## src/rtl/rv32imf_pkg.sv

```systemverilog
// Shared rv32imf definitions: CLINT register offsets, IRQ bit indices and bus payload types.
package rv32imf_pkg;

  localparam int unsigned CLINT_AW  = 32;
  localparam int unsigned CLINT_DW  = 32;
  localparam int unsigned CLINT_BEW = CLINT_DW / 8;
  localparam int unsigned CLINT_OFW = 3;

  // Word offsets (addr[4:2]) inside the 32-byte CLINT window
  localparam logic [CLINT_OFW-1:0] CLINT_MSIP_OFS        = 3'd0;
  localparam logic [CLINT_OFW-1:0] CLINT_MTIMECMP_LO_OFS = 3'd2;
  localparam logic [CLINT_OFW-1:0] CLINT_MTIMECMP_HI_OFS = 3'd3;
  localparam logic [CLINT_OFW-1:0] CLINT_MTIME_LO_OFS    = 3'd4;
  localparam logic [CLINT_OFW-1:0] CLINT_MTIME_HI_OFS    = 3'd5;

  localparam int unsigned IRQ_MSI = 3;
  localparam int unsigned IRQ_MTI = 7;

  typedef struct packed {
    logic                 we;
    logic [CLINT_BEW-1:0] be;
    logic [CLINT_AW-1:0]  addr;
    logic [CLINT_DW-1:0]  wdata;
  } clint_req_t;

  function automatic logic [CLINT_DW-1:0] be_merge(input logic [CLINT_DW-1:0]  old_val,
                                                   input logic [CLINT_DW-1:0]  wdata,
                                                   input logic [CLINT_BEW-1:0] be);
    logic [CLINT_DW-1:0] res;
    res = old_val;
    for (int i = 0; i < int'(CLINT_BEW); i++) begin
      if (be[i]) res[8*i +: 8] = wdata[8*i +: 8];
    end
    return res;
  endfunction

endpackage

```

## src/rtl/rv32imf_clint_if.sv

```systemverilog
// OBI slave port bundle for the CLINT.
interface rv32imf_clint_if;
  import rv32imf_pkg::*;

  logic                 req;
  logic                 gnt;
  logic                 we;
  logic [CLINT_BEW-1:0] be;
  logic [CLINT_AW-1:0]  addr;
  logic [CLINT_DW-1:0]  wdata;
  logic                 rvalid;
  logic [CLINT_DW-1:0]  rdata;

  modport master (output req, we, be, addr, wdata, input gnt, rvalid, rdata);
  modport slave  (input req, we, be, addr, wdata, output gnt, rvalid, rdata);

endinterface

```

## src/rtl/rv32imf_clint_timer.sv

```systemverilog
// mtime counter with write override, optional prescaler and registered mtime >= mtimecmp compare.
// Optional feature: RV32IMF_CLINT_PRESCALER_EN enables the PRESCALE tick divider.
module rv32imf_clint_timer
  import rv32imf_pkg::*;
#(
  parameter int unsigned PRESCALE = 1
) (
  input  logic                 clk_i,
  input  logic                 rst_ni,
  input  logic                 wr_lo,
  input  logic                 wr_hi,
  input  logic [CLINT_DW-1:0]  wdata,
  input  logic [CLINT_BEW-1:0] be,
  input  logic [63:0]          mtimecmp,
  output logic [63:0]          mtime,
  output logic                 mtip
);

  logic        tick_c;
  logic [63:0] mtime_nxt_c;

`ifdef RV32IMF_CLINT_PRESCALER_EN
  localparam logic [15:0] PS_LAST = 16'(PRESCALE - 1);
  logic [15:0] ps_cnt;

  // Free-running divider; mtime writes do not disturb it
  always_ff @(posedge clk_i or negedge rst_ni) begin
    if (!rst_ni)                ps_cnt <= '0;
    else if (ps_cnt == PS_LAST) ps_cnt <= '0;
    else                        ps_cnt <= ps_cnt + 16'd1;
  end

  assign tick_c = (ps_cnt == PS_LAST);
`else
  localparam int unsigned UNUSED_PRESCALE = PRESCALE;
  assign tick_c = 1'b1;
`endif

  // A write to either word suppresses the increment for the full 64 bits
  always_comb begin
    mtime_nxt_c = mtime;
    if (wr_lo) mtime_nxt_c[31:0]  = be_merge(mtime[31:0], wdata, be);
    if (wr_hi) mtime_nxt_c[63:32] = be_merge(mtime[63:32], wdata, be);
    if (!wr_lo && !wr_hi && tick_c) mtime_nxt_c = mtime + 64'd1;
  end

  always_ff @(posedge clk_i or negedge rst_ni) begin
    if (!rst_ni) begin
      mtime <= '0;
      mtip  <= 1'b0;
    end else begin
      mtime <= mtime_nxt_c;
      mtip  <= (mtime >= mtimecmp);
    end
  end

endmodule

```

## src/rtl/rv32imf_clint.sv

```systemverilog
// Core-local interruptor: OBI-mapped msip/mtimecmp/mtime, drives time and machine timer/software IRQs.
// Optional feature: RV32IMF_CLINT_PRESCALER_EN (mtime advances every PRESCALE cycles).
module rv32imf_clint
  import rv32imf_pkg::*;
#(
  parameter logic [31:0] BASE_ADDR = 32'h0200_0000,
  parameter int unsigned PRESCALE  = 1
) (
  input  logic            clk_i,
  input  logic            rst_ni,
  rv32imf_clint_if.slave  bus,
  output logic [63:0]     time_o,
  output logic [31:0]     irq_o
);

  clint_req_t            rq;
  logic                  acc_c;
  logic                  hit_c;
  logic                  wr_c;
  logic [CLINT_OFW-1:0]  ofs_c;
  logic [CLINT_DW-1:0]   rd_c;
  logic [1:0]            unused_addr_lo;
  logic                  msip;
  logic [63:0]           mtimecmp;
  logic                  mtip;

  assign rq = '{we: bus.we, be: bus.be, addr: bus.addr, wdata: bus.wdata};

  assign bus.gnt        = bus.req;
  assign acc_c          = bus.req & bus.gnt;
  assign hit_c          = (rq.addr[31:5] == BASE_ADDR[31:5]);
  assign ofs_c          = rq.addr[4:2];
  assign wr_c           = acc_c & rq.we & hit_c;
  assign unused_addr_lo = rq.addr[1:0];

  // Read mux over current (pre-update) register values
  always_comb begin
    rd_c = '0;
    if (hit_c) begin
      case (ofs_c)
        CLINT_MSIP_OFS:        rd_c = {31'd0, msip};
        CLINT_MTIMECMP_LO_OFS: rd_c = mtimecmp[31:0];
        CLINT_MTIMECMP_HI_OFS: rd_c = mtimecmp[63:32];
        CLINT_MTIME_LO_OFS:    rd_c = time_o[31:0];
        CLINT_MTIME_HI_OFS:    rd_c = time_o[63:32];
        default:               rd_c = '0;
      endcase
    end
  end

  always_ff @(posedge clk_i or negedge rst_ni) begin
    if (!rst_ni) begin
      msip       <= 1'b0;
      mtimecmp   <= '1;
      bus.rvalid <= 1'b0;
      bus.rdata  <= '0;
    end else begin
      bus.rvalid <= acc_c;
      if (acc_c) bus.rdata <= rq.we ? '0 : rd_c;
      if (wr_c && ofs_c == CLINT_MSIP_OFS && rq.be[0]) msip <= rq.wdata[0];
      if (wr_c && ofs_c == CLINT_MTIMECMP_LO_OFS)
        mtimecmp[31:0] <= be_merge(mtimecmp[31:0], rq.wdata, rq.be);
      if (wr_c && ofs_c == CLINT_MTIMECMP_HI_OFS)
        mtimecmp[63:32] <= be_merge(mtimecmp[63:32], rq.wdata, rq.be);
    end
  end

  rv32imf_clint_timer #(
    .PRESCALE (PRESCALE)
  ) u_timer (
    .clk_i    (clk_i),
    .rst_ni   (rst_ni),
    .wr_lo    (wr_c && ofs_c == CLINT_MTIME_LO_OFS),
    .wr_hi    (wr_c && ofs_c == CLINT_MTIME_HI_OFS),
    .wdata    (rq.wdata),
    .be       (rq.be),
    .mtimecmp (mtimecmp),
    .mtime    (time_o),
    .mtip     (mtip)
  );

  always_comb begin
    irq_o          = '0;
    irq_o[IRQ_MTI] = mtip;
    irq_o[IRQ_MSI] = msip;
  end

endmodule
```

## src/flat_wrapper.sv

```systemverilog
// flat-port wrapper written by rule: the top's interface ports become plain ports
module rv32imf_clint_flat import rv32imf_pkg::*;
#(
  parameter logic [31:0] BASE_ADDR = 32'h0200_0000,
  parameter int unsigned PRESCALE  = 1
)
  (clk_i, rst_ni, time_o, irq_o, bus_req, bus_we, bus_be, bus_addr, bus_wdata, bus_gnt, bus_rvalid, bus_rdata);
  rv32imf_clint_if bus_i ();
  input  logic clk_i;
  input  logic rst_ni;
  output logic [63:0] time_o;
  output logic [31:0] irq_o;
  input wire logic [$bits(bus_i.req)-1:0] bus_req;
  input wire logic [$bits(bus_i.we)-1:0] bus_we;
  input wire logic [$bits(bus_i.be)-1:0] bus_be;
  input wire logic [$bits(bus_i.addr)-1:0] bus_addr;
  input wire logic [$bits(bus_i.wdata)-1:0] bus_wdata;
  output wire logic [$bits(bus_i.gnt)-1:0] bus_gnt;
  output wire logic [$bits(bus_i.rvalid)-1:0] bus_rvalid;
  output wire logic [$bits(bus_i.rdata)-1:0] bus_rdata;
  assign bus_i.req = bus_req;
  assign bus_i.we = bus_we;
  assign bus_i.be = bus_be;
  assign bus_i.addr = bus_addr;
  assign bus_i.wdata = bus_wdata;
  assign bus_gnt = bus_i.gnt;
  assign bus_rvalid = bus_i.rvalid;
  assign bus_rdata = bus_i.rdata;
  rv32imf_clint #(.BASE_ADDR(BASE_ADDR), .PRESCALE(PRESCALE)) u_core (.clk_i(clk_i), .rst_ni(rst_ni), .bus(bus_i), .time_o(time_o), .irq_o(irq_o));
endmodule
```

## config.mk

```make
export PLATFORM = sky130hd
export DESIGN_NAME = rv32imf_clint_flat
export DESIGN_NICKNAME = d
export VERILOG_FILES = /design/src/rtl/rv32imf_pkg.sv /design/src/rtl/rv32imf_clint_if.sv /design/src/rtl/rv32imf_clint_timer.sv /design/src/rtl/rv32imf_clint.sv /design/src/flat_wrapper.sv
export SDC_FILE = /design/constraint.sdc
export NUM_CORES = 1
export LEC_CHECK = 0
export ABC_AREA = 1
export CAP_MARGIN = 20
export CORE_ASPECT_RATIO = 0.8
export CORE_MARGIN = 3
export CORE_UTILIZATION = 55
export CTS_CLUSTER_SIZE = 16
export DETAILED_ROUTE_END_ITERATION = 10
export PLACE_DENSITY = 0.82
export SYNTH_ARGS = -nofsm -noshare
export SYNTH_HDL_FRONTEND = slang
export SYNTH_HIERARCHICAL = 1
export SYNTH_SLANG_ARGS = --single-unit
```

## constraint.sdc

```tcl
create_clock -name clk_i -period 2.3 [get_ports clk_i]
set_clock_uncertainty 0.2 [all_clocks]
set_input_delay 0.46 -clock clk_i [delete_from_list [all_inputs] [get_ports clk_i]]
set_output_delay 0.46 -clock clk_i [all_outputs]
set_load 0.05 [all_outputs]
```

==> flow_metrics.tcl, run 1 <==
set metrics [dict create \
    nNetsFinal 2226 \
    die_y_um 139 \
    worst_pin_slew_ns 0.598 \
    io_pins 202 \
    drc 0 \
    cts.clk_slew.worst_paths_ns 0.08 \
    critPathLaunchType "primary input" \
    grt_start_max_net_pins 49 \
    final_cells 2402 \
    drt-total-wl_um 51600 \
    postSynthAreaPerCell_um2 6.90 \
    vias 14435 \
    cts_root_buf "clkbuf_16" \
    arrival_ns 2.43 \
    leakagePower_nw 7.84 \
    dp_cells 2356 \
    antenna_found_initial 0 \
    area_growth_pct 33.0 \
    post-route-period-util 0.995 \
    slew_headroom 0.599 \
    cts_tree "yes" \
    synthArstFlopShare 1.00 \
    setup_violations 0 \
    dieArea_um2 24100 \
    clock_path_buffers 2 \
    grt_pass1_vias 13237 \
    finalHoldViolCount 0 \
    crit_fanout 6 \
    synth_area_um2 12200 \
    synth_commonest_cells "nand2_1 (525), inv_1 (210), nor2_1 (198), nand3_1 (181), dfrtp_1 (99)" \
    hold_path.class "primary input to flip-flop" \
    status "complete, no violations" \
    numCtsBuffers 17 \
    drive_above_1_share 0.220 \
    whs_ns 0.102 \
    netlist_instances 1772 \
    finalCriticalPeriod_ns 2.29 \
    cts_sinks 163 \
    dp_hpwl_um 39200 \
    die_x_um 173 \
    peakVddDrop_uv 473 \
    synthFlopType "dfrtp_1" \
    max_freq_ghz 0.437 \
    end_kind "flip-flop" \
    drv_slew 0 \
    place.gp.congestion 1.03 \
    tns_ns 0 \
    vias_per_cell 6.01 \
    crit_type "primary input to flip-flop" \
    wire_per_inst_um 21.5 \
    coreArea_um2 21700 \
    max-cap-violations 0 \
    rows 48 \
    synth_cell_types 46 \
    grtUsageTotal 0.403 \
    clk_latency_ns 0.44 \
    synth-seq-cells 163 \
    drt_iter0_markers 2531 \
    ant_nets 0 \
    crit_required_ns 2.45 \
    initial_core_util 0.564 \
    drtPass1Iterations 6 \
    synthTopCellsByArea "dfrtp_1 (20%), nand2_1 (16%), dfstp_2 (14%), nand3_1 (7.4%), ha_1 (6.7%)" \
    grt_pass1_wl_um 75500 \
    synth_top_area_frac 0.203 \
    fin_util 0.750 \
    p_per_area_nw_per_um2 401 \
    io_buffers 169 \
    ctsHtreeMaxLevel 4 \
    yosysWarnings 6 \
    synth_edf_count 0 \
    ys_seq_area_frac 0.340 \
    synth.most_common_cell "nand2_1" \
    diodes 0 \
    overflow 0 \
    synth_largest_area_cell "dfrtp_1" \
]
cell usage in the layout (no fill, tap or decap), types with 25 or more instances in the layout:
| cell | Yosys | final |
|---|---|---|
| inv_1 | 210 | 206 |
| nand2_2 | 12 | 25 |
| nor2_1 | 198 | 185 |
| a21oi_1 | 61 | 60 |
| dfrtp_1 | 99 | 89 |
| ha_1 | 65 | 64 |
| buf_4 | 36 | 220 |
| clkdlybuf4s50_1 | 0 | 55 |
| nand3_1 | 181 | 179 |
| o21ai_0 | 77 | 69 |
| nand2_1 | 525 | 511 |
| conb_1 | 1 | 30 |
| dfstp_2 | 64 | 64 |
| dlymetal6s2s_1 | 0 | 44 |
worst max-delay path, stage by stage:
cell and delay [ns]:
clkdlybuf4s50_1 0.49, inv_1 0.09, nand2_4 0.10, nor3_4 0.06, buf_6 0.13, nor2_4 0.25
clkinv_4 0.16, buf_12 0.18, a31oi_1 0.21, a21oi_1 0.10, o21ai_0 0.19
layer usage:
layer | wire (um) | track usage | vias to the layer above
li1 | - | - | 6338
met2 | 21300 | 0.575 | 1177
met3 | 7980 | 0.144 | 170
met5 | 56 | 0.0218 | -
met4 | 1810 | 0.120 | 2
met1 | 20500 | 0.574 | 6748
report_power, final:
part | leakage, nW | internal (mW) | switching (mW)
clock network | 0.296 | 1.57 | 1.46
registers | 1.95 | 2.87 | 0.000202
logic | 5.60 | 0.195 | 0.414
total | 7.84 | 4.64 | 1.88
repair_timing:
action / 4_1_cts / 5_1_grt
pin swaps: 1 / 26
gates resized for setup: 21 / 95
setup buffers: 2 / 9
endpoints found under the setup margin: 50 / 79
hold buffers: 1 / 0
gates cloned: 0 / 3
endpoints found under the hold margin: 20 / 0
path summary, 6_finish.rpt:
kind                                      from                       to  slack [ns]  cells past startpoint
setup / recovery                   bus_addr[2]  u_core/u_timer/mtime[9]        0.01                     11
hold / removal                         bus_req        u_core/bus.rvalid        0.10                      2
setup reg to reg           u_core/mtimecmp[25]      u_core/u_timer/mtip        0.04                     10
hold reg to reg            u_core/mtimecmp[22]      u_core/mtimecmp[22]        0.28                      2
max in group asynchronous               rst_ni      u_core/mtimecmp[59]        0.91                      3
min in group asynchronous               rst_ni      u_core/bus.rdata[0]        0.29                      2
flip-flops by register name (all words and copies together) (netlist names):
register              cells
u_core/bus.rdata         32
u_core/msip               1
u_core/u_timer/mtime     64
u_core/u_timer/mtip       1
u_core/mtimecmp          64
u_core/bus.rvalid         1
cell type report:
cell class,instances,area (um^2)
Clock inverter,14,179
Tap cell,300,375
Fill cell,1683,5420
Timing Repair Buffer,351,3300
Inverter,220,833
Clock buffer,18,429
Multi-Input combinational cell,1336,6980
Sequential cell,163,4170
cell families after synthesis:
group	count (synthesis)	share of synthesized area
flops	163	0.340
simple gates	998	0.361
fa+ha+maj	65	0.0665
xor+xnor	17	0.0122
buf+inv	302	0.110
compound gates	226	0.109
other cells	1	0.000307
through the flow:
stage | setup WS (ns) | cell area (um^2) | power [mW]
floorplan | -0.0201 | 12400 | 3.19
global placement | -0.488 | 15200 | 3.50
detailed placement | -0.576 | 15200 | 3.50
CTS | -0.0425 | 15900 | 6.50
global route | -0.0296 | 16300 | 6.66
finish | 0.0117 | 16300 | 6.51
(Power assumes the default switching activity.)
==> inputs of run 2 (changes only) <==
--- a/config.mk
+++ b/config.mk
@@ -9,10 +9,11 @@
 export CAP_MARGIN = 20
 export CORE_ASPECT_RATIO = 0.8
 export CORE_MARGIN = 3
-export CORE_UTILIZATION = 55
+export CORE_UTILIZATION = 59
 export CTS_CLUSTER_SIZE = 16
 export DETAILED_ROUTE_END_ITERATION = 10
-export PLACE_DENSITY = 0.82
+export PLACE_DENSITY = 0.83
+export SLEW_MARGIN = 20
 export SYNTH_ARGS = -nofsm -noshare
 export SYNTH_HDL_FRONTEND = slang
 export SYNTH_HIERARCHICAL = 1
==> constraint.sdc (replaced) <==
create_clock -name clk_i -period 2.8 [get_ports clk_i]
set_clock_uncertainty 0.2 [all_clocks]
set_input_delay 0.56 -clock clk_i [delete_from_list [all_inputs] [get_ports clk_i]]
set_output_delay 0.56 -clock clk_i [all_outputs]
set_load 0.05 [all_outputs]
==> flow_metrics.tcl, run 2 (synthesized netlist as in run 1, its figures left out) <==
set metrics [dict create \
    coreArea_um2 20100 \
    crit_type "flip-flop to primary output" \
    vias_per_cell 6.15 \
    grt_pass1_wl_um 71800 \
    cp-startpoint "u_core/u_timer/mtime[28]" \
    cts_sinks 163 \
    end_kind "primary output" \
    setup_violations 0 \
    final_common_cell "nand2_1" \
    vias 14046 \
    finalCriticalPeriod_ns 2.76 \
    cp_top_family "buffers and inverters" \
    final_cell_mix "nand2_1 (525), inv_1 (210), nor2_1 (197), nand3_1 (181), clkdlybuf4s50_1 (167)" \
    rsz0062_at_grt "no" \
    leakagePower_nw 6.71 \
    clk_latency_ns 0.44 \
    cp_slowest_stage_delay_ns 0.91 \
    rows 46 \
    ctsHtreeMaxLevel 4 \
    clock_path_buffers 2 \
    antenna_found_initial 1 \
    worst_pin_slew_ns 0.761 \
    post_cts_buffers 0 \
    p_per_area_nw_per_um2 338 \
    initial_core_util 0.609 \
    post-route-period-util 0.985 \
    max-cap-violations 0 \
    arrival_ns 2.00 \
    drt-total-wl_um 47800 \
    dp_cells 2251 \
    overflow 0 \
    drc 0 \
    r2r_start "u_core/u_timer/mtime[3]" \
    status "complete, no violations" \
    crit_required_ns 2.04 \
    grt_start_max_net_pins 62 \
    timing.rr.end "u_core/u_timer/mtime[45]" \
    cts.clk_slew.worst_paths_ns 0.08 \
    ff2ff_path_depth 7 \
    rrSetupSlack_ns 0.32 \
    crit_buf_inv 1 \
    grtUsageTotal 0.412 \
    p_total_mw 5.16 \
    drv_slew 0 \
    io_pins 202 \
    die_y_um 135 \
    fillers 1553 \
    max_freq_ghz 0.363 \
    wire_per_inst_um 20.9 \
    crit_fanout 8 \
    cp_num_cells 1 \
    nNetsFinal 2144 \
    final_cells 2285 \
    peakVddDrop_uv 253 \
    io_buffers 169 \
    finalHoldViolCount 0 \
    crit_chain "clkdlybuf4s50_1" \
    largestRegisters "u_core/mtimecmp: 64 flops, u_core/u_timer/mtime: 64 flops, u_core/bus.rdata: 32 flops" \
    tns_ns 0 \
    die_x_um 167 \
    drt_iter0_markers 2418 \
    cts_tree "yes" \
    hold_path.class "flip-flop to flip-flop" \
    dieArea_um2 22500 \
    crit_path_top_delay_cell "clkdlybuf4s50_1" \
    place.gp.congestion 1.04 \
    multi_input_area_um2 6830 \
    area_growth_pct 25.0 \
    critPathCapture "time_o[28]" \
    slew_headroom 0.490 \
    drive_above_1_share 0.134 \
    fin_util 0.760 \
    seqCellArea_um2 4160 \
    grt_pass1_vias 12907 \
    cts_root_buf "clkbuf_16" \
    cts_resized 0 \
    critPathLaunchType "flip-flop" \
    ant_nets 0 \
    dp_hpwl_um 37000 \
    numCtsBuffers 17 \
    drtPass1Iterations 9 \
]
run 2: worst min path at each step:
| stage | from | endpoint | slack [ns] | cells past startpoint |
|---|---|---|---|---|
| after floorplan | rst_ni | u_core/bus.rdata[0] | 0.06 | 0 |
| after global placement | u_core/mtimecmp[14] | u_core/mtimecmp[14] | 0.26 | 2 |
| after detailed placement | u_core/mtimecmp[11] | u_core/mtimecmp[11] | 0.27 | 2 |
| after CTS | u_core/mtimecmp[11] | u_core/mtimecmp[11] | 0.28 | 2 |
| after global routing | u_core/mtimecmp[30] | u_core/mtimecmp[30] | 0.29 | 2 |
| final | u_core/mtimecmp[11] | u_core/mtimecmp[11] | 0.28 | 2 |
run 2: power breakdown:
part / switching (mW) / internal (mW)
combinational: 0.317 / 0.137
clock: 1.12 / 1.22
sequential: 0.000154 / 2.36
total: 1.44 / 3.72
run 2: cell type report:
cell class                      count  share of cell area
Clock inverter                     12             0.00737
Inverter                          220              0.0542
Antenna cell                        1            0.000164
Sequential cell                   163               0.272
Multi-Input combinational cell   1336               0.447
Timing Repair Buffer              269               0.167
Clock buffer                       20              0.0299
Tap cell                          264              0.0216
run 2: timing repair:
action,in CTS,in global routing
hold buffers,1,0
setup endpoints to repair,0,0
endpoints found under the hold margin,29,0
run 2: layer usage:
layer,wire length (um),track usage,part of all wire,vias up
met5,0,0,0,-
met4,1650,0.133,0.035,0
met3,7590,0.132,0.16,168
met2,19800,0.597,0.41,1176
met1,18800,0.588,0.39,6537
li1,-,-,-,6165
run 2: through the flow:
step                      area, um^2  setup slack [ns]  hold slack (ns)
final                          15300            0.0425            0.279
after global placement         14700            -0.101            0.262
after CTS                      15300            0.0940            0.278
after floorplan                12300             0.277           0.0644
after detailed placement       14700            -0.182            0.266
after global routing           15300            0.0251            0.290
run 2: worst register-to-register path, cell delays in order, from the launching register on:
cell and delay [ns]:
dfrtp_1 0.61, nand2_1 0.19, nor2_1 0.20, nand2_1 0.09, nor2_1 0.43, nand3_1 0.31, xor2_1 0.22, o21bai_1 0.14
==> inputs of run 3 (changes only) <==
--- a/config.mk
+++ b/config.mk
@@ -10,9 +10,11 @@
 export CORE_ASPECT_RATIO = 0.8
 export CORE_MARGIN = 3
 export CORE_UTILIZATION = 59
+export CTS_CLUSTER_DIAMETER = 30
 export CTS_CLUSTER_SIZE = 16
 export DETAILED_ROUTE_END_ITERATION = 10
 export PLACE_DENSITY = 0.83
+export SKIP_LAST_GASP = 1
 export SLEW_MARGIN = 20
 export SYNTH_ARGS = -nofsm -noshare
 export SYNTH_HDL_FRONTEND = slang
==> results of run 3 <==
No change in the layout: final DEF, timing and power equal those of run 2.
